**src/rtl/except_ctrl_pkg.sv**
```systemverilog
// Shared definitions for the exception/stall controller: exception codes,
// CP0 register addresses, stall vectors and the FSM state type.
package except_ctrl_pkg;

  localparam int          RegBus    = 32;
  localparam logic        RstEnable = 1'b1;
  localparam logic [31:0] ZeroWord  = 32'h0000_0000;

  // Exception codes reported to cp0_reg
  localparam logic [31:0] EXC_NONE    = 32'h0000_0000;
  localparam logic [31:0] EXC_INT     = 32'h0000_0001;
  localparam logic [31:0] EXC_SYSCALL = 32'h0000_0008;
  localparam logic [31:0] EXC_INVALID = 32'h0000_000a;
  localparam logic [31:0] EXC_OV      = 32'h0000_000c;
  localparam logic [31:0] EXC_TRAP    = 32'h0000_000d;
  localparam logic [31:0] EXC_ERET    = 32'h0000_000e;

  // Bit positions of the raw MEM-stage exception flags
  localparam int FLAG_SYSCALL = 8;
  localparam int FLAG_INVALID = 9;
  localparam int FLAG_OV      = 10;
  localparam int FLAG_TRAP    = 11;
  localparam int FLAG_ERET    = 12;

  // CP0 register addresses seen on the WB mtc0 path
  localparam logic [4:0] CP0_REG_STATUS = 5'd12;
  localparam logic [4:0] CP0_REG_CAUSE  = 5'd13;
  localparam logic [4:0] CP0_REG_EPC    = 5'd14;

  // Stall vectors, bit0 = PC ... bit5 = WB
  localparam logic [5:0] STALL_NONE = 6'b000000;
  localparam logic [5:0] STALL_ID   = 6'b000111;
  localparam logic [5:0] STALL_EX   = 6'b001111;

  typedef enum logic {
    ST_NORMAL = 1'b0,
    ST_FLUSH  = 1'b1
  } state_e;

endpackage

```
**src/rtl/except_ctrl_if.sv**
```systemverilog
// Bundle of MEM-stage, CP0 and pipeline-control signals around except_ctrl.
// slave = the controller, master = the surrounding pipeline / testbench.
interface except_ctrl_if;
  import except_ctrl_pkg::*;

  logic              stallreq_from_id_i;
  logic              stallreq_from_ex_i;
  logic              mem_inst_valid_i;
  logic [RegBus-1:0] mem_except_i;
  logic [RegBus-1:0] mem_inst_addr_i;
  logic              mem_is_in_delayslot_i;
  logic [RegBus-1:0] cp0_status_i;
  logic [RegBus-1:0] cp0_cause_i;
  logic [RegBus-1:0] cp0_epc_i;
  logic              wb_cp0_we_i;
  logic [4:0]        wb_cp0_waddr_i;
  logic [RegBus-1:0] wb_cp0_data_i;

  logic [RegBus-1:0] excepttype_o;
  logic [RegBus-1:0] current_inst_addr_o;
  logic              is_in_delayslot_o;
  logic [5:0]        stall_o;
  logic              flush_o;
  logic [RegBus-1:0] new_pc_o;

  modport slave (
    input  stallreq_from_id_i, stallreq_from_ex_i, mem_inst_valid_i,
           mem_except_i, mem_inst_addr_i, mem_is_in_delayslot_i,
           cp0_status_i, cp0_cause_i, cp0_epc_i,
           wb_cp0_we_i, wb_cp0_waddr_i, wb_cp0_data_i,
    output excepttype_o, current_inst_addr_o, is_in_delayslot_o,
           stall_o, flush_o, new_pc_o
  );

  modport master (
    output stallreq_from_id_i, stallreq_from_ex_i, mem_inst_valid_i,
           mem_except_i, mem_inst_addr_i, mem_is_in_delayslot_i,
           cp0_status_i, cp0_cause_i, cp0_epc_i,
           wb_cp0_we_i, wb_cp0_waddr_i, wb_cp0_data_i,
    input  excepttype_o, current_inst_addr_o, is_in_delayslot_o,
           stall_o, flush_o, new_pc_o
  );

endinterface

```
**src/rtl/except_ctrl_prio_enc.sv**
```systemverilog
// Priority encoder: effective status/cause plus raw MEM flags -> exception code.
// Order: interrupt, syscall, invalid, trap, overflow, eret.
module except_prio_enc
  import except_ctrl_pkg::*;
(
  input  logic [RegBus-1:0] status_i,
  input  logic [RegBus-1:0] cause_i,
  input  logic [RegBus-1:0] except_i,
  output logic [RegBus-1:0] excepttype_o
);

  logic int_pending;

  // Interrupt taken only with IE set, EXL clear and an enabled pending line
  assign int_pending = status_i[0] & ~status_i[1] &
                       (|(cause_i[15:8] & status_i[15:8]));

  // Bits that play no part in the decision
  logic unused_bits;
  assign unused_bits = ^{status_i[31:16], status_i[7:2], cause_i[31:16],
                         cause_i[7:0], except_i[31:13], except_i[7:0]};

  // Fixed-priority selection of the exception code
  always_comb begin
    excepttype_o = EXC_NONE;
    if (int_pending)                 excepttype_o = EXC_INT;
    else if (except_i[FLAG_SYSCALL]) excepttype_o = EXC_SYSCALL;
    else if (except_i[FLAG_INVALID]) excepttype_o = EXC_INVALID;
    else if (except_i[FLAG_TRAP])    excepttype_o = EXC_TRAP;
    else if (except_i[FLAG_OV])      excepttype_o = EXC_OV;
    else if (except_i[FLAG_ERET])    excepttype_o = EXC_ERET;
  end

endmodule

```
**src/rtl/except_ctrl.sv**
```systemverilog
// Exception and stall controller: arbitrates stall requests against MEM-stage
// exceptions and interrupts, sequences the flush window and redirect PC.
// Detection outputs are combinational in the detection cycle; the FSM holds
// flush_o and the latched redirect for the remaining flush cycles.
module except_ctrl
  import except_ctrl_pkg::*;
#(
  parameter logic [31:0] EXC_VECTOR   = 32'h0000_0020,
  parameter int          FLUSH_CYCLES = 2
) (
  input  logic          clk,
  input  logic          rst,
  except_ctrl_if.slave  bus
);

  localparam int CNT_W = (FLUSH_CYCLES > 1) ? $clog2(FLUSH_CYCLES) : 1;

  state_e            state_q, state_d;
  logic [CNT_W-1:0]  cnt_q, cnt_d;
  logic [RegBus-1:0] pc_q, pc_d;

  logic [RegBus-1:0] eff_status;
  logic [RegBus-1:0] eff_cause;
  logic [RegBus-1:0] eff_epc;
  logic [RegBus-1:0] code_raw;
  logic [RegBus-1:0] excepttype;
  logic              flush;
  logic [RegBus-1:0] new_pc;

  // Bypass an mtc0 still in WB so this cycle sees the value being written
  always_comb begin
    eff_status = bus.cp0_status_i;
    eff_cause  = bus.cp0_cause_i;
    eff_epc    = bus.cp0_epc_i;
    if (bus.wb_cp0_we_i) begin
      if (bus.wb_cp0_waddr_i == CP0_REG_STATUS) eff_status = bus.wb_cp0_data_i;
      // only the software-interrupt bits of cause are writable
      if (bus.wb_cp0_waddr_i == CP0_REG_CAUSE)  eff_cause[9:8] = bus.wb_cp0_data_i[9:8];
      if (bus.wb_cp0_waddr_i == CP0_REG_EPC)    eff_epc = bus.wb_cp0_data_i;
    end
  end

  except_prio_enc u_prio_enc (
    .status_i     (eff_status),
    .cause_i      (eff_cause),
    .except_i     (bus.mem_except_i),
    .excepttype_o (code_raw)
  );

  // Detection, redirect selection and next-state for the flush sequencer
  always_comb begin
    state_d    = state_q;
    cnt_d      = cnt_q;
    pc_d       = pc_q;
    excepttype = EXC_NONE;
    flush      = 1'b0;
    new_pc     = ZeroWord;
    unique case (state_q)
      ST_NORMAL: begin
        // bubbles never take an exception; a pending interrupt waits
        if (bus.mem_inst_valid_i) excepttype = code_raw;
        if (excepttype != EXC_NONE) begin
          flush  = 1'b1;
          new_pc = (excepttype == EXC_ERET) ? eff_epc : EXC_VECTOR;
          pc_d   = new_pc;
          cnt_d  = CNT_W'(FLUSH_CYCLES - 1);
          if (FLUSH_CYCLES > 1) state_d = ST_FLUSH;
        end
      end
      ST_FLUSH: begin
        // MEM contents are being squashed, so they are ignored here
        flush  = 1'b1;
        new_pc = pc_q;
        cnt_d  = cnt_q - CNT_W'(1);
        if (cnt_q <= CNT_W'(1)) state_d = ST_NORMAL;
      end
      default: state_d = ST_NORMAL;
    endcase
  end

  // Flush sequencer state, counter and latched redirect target
  always_ff @(posedge clk) begin
    if (rst == RstEnable) begin
      state_q <= ST_NORMAL;
      cnt_q   <= '0;
      pc_q    <= ZeroWord;
    end else begin
      state_q <= state_d;
      cnt_q   <= cnt_d;
      pc_q    <= pc_d;
    end
  end

  // Stall vector; a flush always wins over a stall
  always_comb begin
    bus.stall_o = STALL_NONE;
    if (!flush) begin
      if (bus.stallreq_from_ex_i)      bus.stall_o = STALL_EX;
      else if (bus.stallreq_from_id_i) bus.stall_o = STALL_ID;
    end
  end

  assign bus.excepttype_o        = excepttype;
  assign bus.flush_o             = flush;
  assign bus.new_pc_o            = new_pc;
  assign bus.current_inst_addr_o = bus.mem_inst_addr_i;
  assign bus.is_in_delayslot_o   = bus.mem_is_in_delayslot_i;

endmodule

```
**src/flat_wrapper.sv**
```systemverilog
// flat-port wrapper written by rule: the top's interface ports become plain ports
module except_ctrl_flat import except_ctrl_pkg::*;
#(
  parameter logic [31:0] EXC_VECTOR   = 32'h0000_0020,
  parameter int          FLUSH_CYCLES = 2
)
  (clk, rst, bus_stallreq_from_id_i, bus_stallreq_from_ex_i, bus_mem_inst_valid_i, bus_mem_except_i, bus_mem_inst_addr_i, bus_mem_is_in_delayslot_i, bus_cp0_status_i, bus_cp0_cause_i, bus_cp0_epc_i, bus_wb_cp0_we_i, bus_wb_cp0_waddr_i, bus_wb_cp0_data_i, bus_excepttype_o, bus_current_inst_addr_o, bus_is_in_delayslot_o, bus_stall_o, bus_flush_o, bus_new_pc_o);
  except_ctrl_if bus_i ();
  input  logic clk;
  input  logic rst;
  input wire logic [$bits(bus_i.stallreq_from_id_i)-1:0] bus_stallreq_from_id_i;
  input wire logic [$bits(bus_i.stallreq_from_ex_i)-1:0] bus_stallreq_from_ex_i;
  input wire logic [$bits(bus_i.mem_inst_valid_i)-1:0] bus_mem_inst_valid_i;
  input wire logic [$bits(bus_i.mem_except_i)-1:0] bus_mem_except_i;
  input wire logic [$bits(bus_i.mem_inst_addr_i)-1:0] bus_mem_inst_addr_i;
  input wire logic [$bits(bus_i.mem_is_in_delayslot_i)-1:0] bus_mem_is_in_delayslot_i;
  input wire logic [$bits(bus_i.cp0_status_i)-1:0] bus_cp0_status_i;
  input wire logic [$bits(bus_i.cp0_cause_i)-1:0] bus_cp0_cause_i;
  input wire logic [$bits(bus_i.cp0_epc_i)-1:0] bus_cp0_epc_i;
  input wire logic [$bits(bus_i.wb_cp0_we_i)-1:0] bus_wb_cp0_we_i;
  input wire logic [$bits(bus_i.wb_cp0_waddr_i)-1:0] bus_wb_cp0_waddr_i;
  input wire logic [$bits(bus_i.wb_cp0_data_i)-1:0] bus_wb_cp0_data_i;
  output wire logic [$bits(bus_i.excepttype_o)-1:0] bus_excepttype_o;
  output wire logic [$bits(bus_i.current_inst_addr_o)-1:0] bus_current_inst_addr_o;
  output wire logic [$bits(bus_i.is_in_delayslot_o)-1:0] bus_is_in_delayslot_o;
  output wire logic [$bits(bus_i.stall_o)-1:0] bus_stall_o;
  output wire logic [$bits(bus_i.flush_o)-1:0] bus_flush_o;
  output wire logic [$bits(bus_i.new_pc_o)-1:0] bus_new_pc_o;
  assign bus_i.stallreq_from_id_i = bus_stallreq_from_id_i;
  assign bus_i.stallreq_from_ex_i = bus_stallreq_from_ex_i;
  assign bus_i.mem_inst_valid_i = bus_mem_inst_valid_i;
  assign bus_i.mem_except_i = bus_mem_except_i;
  assign bus_i.mem_inst_addr_i = bus_mem_inst_addr_i;
  assign bus_i.mem_is_in_delayslot_i = bus_mem_is_in_delayslot_i;
  assign bus_i.cp0_status_i = bus_cp0_status_i;
  assign bus_i.cp0_cause_i = bus_cp0_cause_i;
  assign bus_i.cp0_epc_i = bus_cp0_epc_i;
  assign bus_i.wb_cp0_we_i = bus_wb_cp0_we_i;
  assign bus_i.wb_cp0_waddr_i = bus_wb_cp0_waddr_i;
  assign bus_i.wb_cp0_data_i = bus_wb_cp0_data_i;
  assign bus_excepttype_o = bus_i.excepttype_o;
  assign bus_current_inst_addr_o = bus_i.current_inst_addr_o;
  assign bus_is_in_delayslot_o = bus_i.is_in_delayslot_o;
  assign bus_stall_o = bus_i.stall_o;
  assign bus_flush_o = bus_i.flush_o;
  assign bus_new_pc_o = bus_i.new_pc_o;
  except_ctrl #(.EXC_VECTOR(EXC_VECTOR), .FLUSH_CYCLES(FLUSH_CYCLES)) u_core (.clk(clk), .rst(rst), .bus(bus_i));
endmodule
```
**config.mk**
```make
export PLATFORM = sky130hd
export DESIGN_NAME = except_ctrl_flat
export DESIGN_NICKNAME = d
export VERILOG_FILES = /design/src/rtl/except_ctrl_pkg.sv /design/src/rtl/except_ctrl_if.sv /design/src/rtl/except_ctrl_prio_enc.sv /design/src/rtl/except_ctrl.sv /design/src/flat_wrapper.sv
export SDC_FILE = /design/constraint.sdc
export NUM_CORES = 1
export LEC_CHECK = 0
export BUFFER_PORTS_ARGS = -buffer_cell sky130_fd_sc_hd__buf_4
export CAP_MARGIN = 10
export CELL_PAD_IN_SITES_DETAIL_PLACEMENT = 1
export CELL_PAD_IN_SITES_GLOBAL_PLACEMENT = 1
export CORE_AREA = 3 3 120 122
export DETAILED_ROUTE_END_ITERATION = 10
export DIE_AREA = 0 0 123 125
export GPL_TIMING_DRIVEN = 0
export PLACE_DENSITY_LB_ADDON = 0.1
export SYNTH_ARGS = -nofsm -noshare
export SYNTH_HDL_FRONTEND = slang
export SYNTH_SLANG_ARGS = --single-unit
```
**constraint.sdc**
```tcl
create_clock -name clk -period 2.2 [get_ports clk]
set_input_delay 0 -clock clk [delete_from_list [all_inputs] [get_ports clk]]
set_output_delay 0 -clock clk [all_outputs]
set_load 0.005 [all_outputs]
```
==> flow_metrics.py <==
metrics = {
    "run_status": {
        "outcome": "finished clean",
    },
    "timing": {
        "final_hold_viol_count": 0,
        "period_needed_ps": 2160,
        "slew_headroom": 0.625,
        "drv_slew": 0,
        "final.setup_skew_ps": 1.84,
        "setup_viol": 0,
        "clock.fmax_mhz": 463,
        "rsz0062_at_grt": "true",
        "final.period_utilization": 0.981,
        "worst_pin_slew_ps": 563,
    },
    "final_layout": {
        "drive_above_1_share": 0.511,
        "nNetsFinal": 758,
        "utilization": 0.346,
        "area_growth_syn_to_layout_pct": 74.2,
        "n_antenna_cell": 0,
        "n_fill_cell": 1628,
    },
    "detailed_routing": {
        "routedWlPerCell_um": 15.1,
        "drt_wl_total_um": 11000,
        "via_count": 3019,
        "ant_nets": 0,
        "drt_iter0_drc": 70,
        "dr.pass1.iters": 4,
        "drcViolationCount": 0,
        "vias_per_cell": 4.14,
    },
    "power_and_ir_drop": {
        "power_leakage_nw": 2.14,
        "switching_share": 0.247,
        "power_mw": 1.80,
        "clkPwrFrac": 0.381,
        "vdd.ir_drop.worst_mv": 0.243,
        "share_comb_of_total_power": 0.283,
        "p_seq_frac": 0.336,
        "power_density_nw_per_um2": 392,
        "power.switching_mw": 0.446,
        "p_int_mw": 1.36,
    },
    "logic_synthesis": {
        "synth_ff_type": "dfxtp_1",
        "synth_top_area_frac": 0.250,
        "yosysSeqAreaShare": 0.250,
        "synth_top_family_by_area": "buffers and inverters",
        "synth_mux_area_frac": 0.151,
        "synth_compound_area_frac": 0.203,
        "synth_cells": 337,
        "yosys_register_bits": 33,
        "synth-simple-area-share": 0.157,
        "synth_largest_area_cell": "dfxtp_1",
        "synth_cell_types": 39,
        "synth-adder-area-share": 0,
        "synth-edff-count": 0,
        "synth_most_common_cell": "nand2_1",
        "syn_area_um2": 2640,
        "ys_warn_count": 0,
        "ys_async_sr_fraction": 0,
        "netlist_top_cells_area": "dfxtp_1 (25%), buf_4 (19%), mux2i_1 (13%)",
        "yosys-top-cells-count": "nand2_1 (69), buf_4 (65), dfxtp_1 (33), mux2i_1 (33), o22ai_1 (31)",
        "avgSynthCellArea_um2": 7.83,
        "synth-xor-area-share": 0,
    },
    "worst_setup_path": {
        "path_class": "in -> out",
        "crit_path_top_delay_cell": "a221oi_4",
        "arrival_ps": 2160,
        "path_cells": "buf_6 > nand4b_4 > nor3_4 > buf_12 > mux2_4 > a221oi_4 > a41o_4 > nand2_4 > buf_8 > o21ai_0 > buf_4",
        "critPathTopFamily": "compound AO/OA/AOI/OAI gates",
        "max_stage_delay_ps": 320,
        "crit_path_end_kind": "primary output",
        "startpoint_type": "primary input",
        "cp_max_fo": 10,
        "cp.required_ps": 2200,
        "critPathBufInv": 4,
    },
    "clocking": {
        "cts_buffer_depth": 2,
        "cts_sinks": 33,
        "htreeDepth": 2,
        "worstSkewPairLatency_ps": 270,
        "clk_pin_slew_ps": 50,
        "cts_root_buffer": "clkbuf_16",
        "cts_made_buffers": 5,
        "cts_tree": "yes",
    },
    "placed_design": {
        "gp_congestion": 0.681,
        "hpwlAfterDp_um": 8830,
        "port-buffer-count": 171,
    },
    "floorplan": {
        "die-height_um": 125,
        "start_util": 0.198,
        "num_rows": 42,
        "num_io_pins": 308,
        "die_area_um2": 15400,
        "fp.coreArea_um2": 13300,
        "die-width_um": 123,
    },
    "flow_run": {
        "max-cap-violations": 0,
    },
    "global_routing": {
        "antenna_found_initial": 0,
        "gr-total-overflow": 0,
        "first_global_vias": 3216,
        "grt_max_degree": 11,
        "grt_pass1_wl_um": 16700,
        "grt_usage": 0.136,
    },
    "worst_hold_path": {
        "min_path_type": "in -> reg",
    },
}
[layer usage]
layer  track usage  routed length (um)  up-vias  part of all wire
li1              -                   -     1514                 -
met1         0.175                4660     1365              0.42
met2         0.228                5190      138              0.47
met3        0.0452                1120        2              0.10
met4        0.0137                  29        0            0.0026
met5             0                   0        -                 0
[final cells by class]
cell class,instances,area [um^2],share of cell area
Timing Repair Buffer,181,1390,0.302
Buffer,85,646,0.140
Multi-Input combinational cell,244,1520,0.331
Tap cell,176,220,0.0479
Clock buffer,7,143,0.0310
Inverter,4,15.0,0.00327
Sequential cell,33,661,0.144
[state kept, by name (all words and copies together) (netlist names)]
signal          cells
u_core.pc_q        32
u_core.state_q      1
[worst reg2reg max path: cells and delay by family (launching register included)]
family	cells	cell delay (ps)
AND/OR/NAND/NOR	3	500
AO/OA/AOI/OAI	2	220
buffers and inverters	1	400
flip-flops	1	320
[power groups by stage]
stage	Combinational, mW	Sequential, mW	Clock, mW
2_1_floorplan	0.226	0.618	0
3_3_place_gp	0.482	0.618	0
3_5_place_dp	0.489	0.619	0
4_1_cts	0.513	0.606	0.714
5_1_grt	0.559	0.606	0.742
6_report	0.510	0.606	0.686
[placed cells by master, fill, tap and decap left out, types with 2 or more instances in the layout]
cell type	instances
nand2_1	68
nand2_4	2
buf_8	3
nor2_1	6
dfxtp_1	33
inv_1	4
clkbuf_16	5
o21ai_2	4
clkbuf_2	2
buf_6	10
buf_4	240
o31ai_1	2
mux2_2	4
conb_1	30
o22ai_1	31
mux2_4	2
mux2i_1	33
nor2b_1	3
o21ai_1	23
a21oi_1	5
clkbuf_1	9
a21o_1	3
a22oi_1	2
o21ai_0	6
nor3b_1	2
[repair_timing]
item                       in CTS  in global routing
hold buffers                    1                  0
buffers inserted                7                  1
hold endpoints to repair        1                  0
pin swaps                       4                  3
cloned                          1                  0
setup endpoints to repair      40                 39
resized for setup              38                 18
[metrics by stage]
| stage | setup TNS, ps | hold WS (ps) | cells | instance area, um^2 | worst slack, ps |
|---|---|---|---|---|---|
| 6_report | 0 | 33.4 | 730 | 4600 | 42.5 |
| 5_1_grt | -2260 | 65.2 | 730 | 4600 | -90.1 |
| 4_1_cts | -98.2 | 20.6 | 729 | 4570 | -16.3 |
| 3_5_place_dp | -23410 | 167 | 713 | 4250 | -557 |
| 3_3_place_gp | -23370 | 166 | 713 | 4250 | -547 |
| 2_1_floorplan | 0 | 36.5 | 366 | 2750 | 92.4 |
[logic make-up after synthesis]
family	Yosys count
AOI/OAI and AO/OA	85
buffers and inverters	89
DFF	33
muxes	39
other	1
and+or+nand+nor	90
[worst paths after layout]
check                           slack [ps]  cells past startpoint                         start                      endpoint
worst max-delay path                    40                     11         bus_wb_cp0_waddr_i[4]               bus_new_pc_o[0]
worst min-delay path                    30                      3             bus_cp0_epc_i[15]  u_core.pc_q[15]$_SDFFE_PP0P_
worst max register to register         690                      6     u_core.state_q$_SDFF_PP0_   u_core.pc_q[5]$_SDFFE_PP0P_
worst min register to register         470                      2  u_core.pc_q[16]$_SDFFE_PP0P_  u_core.pc_q[16]$_SDFFE_PP0P_
(Power assumes the default switching activity.)
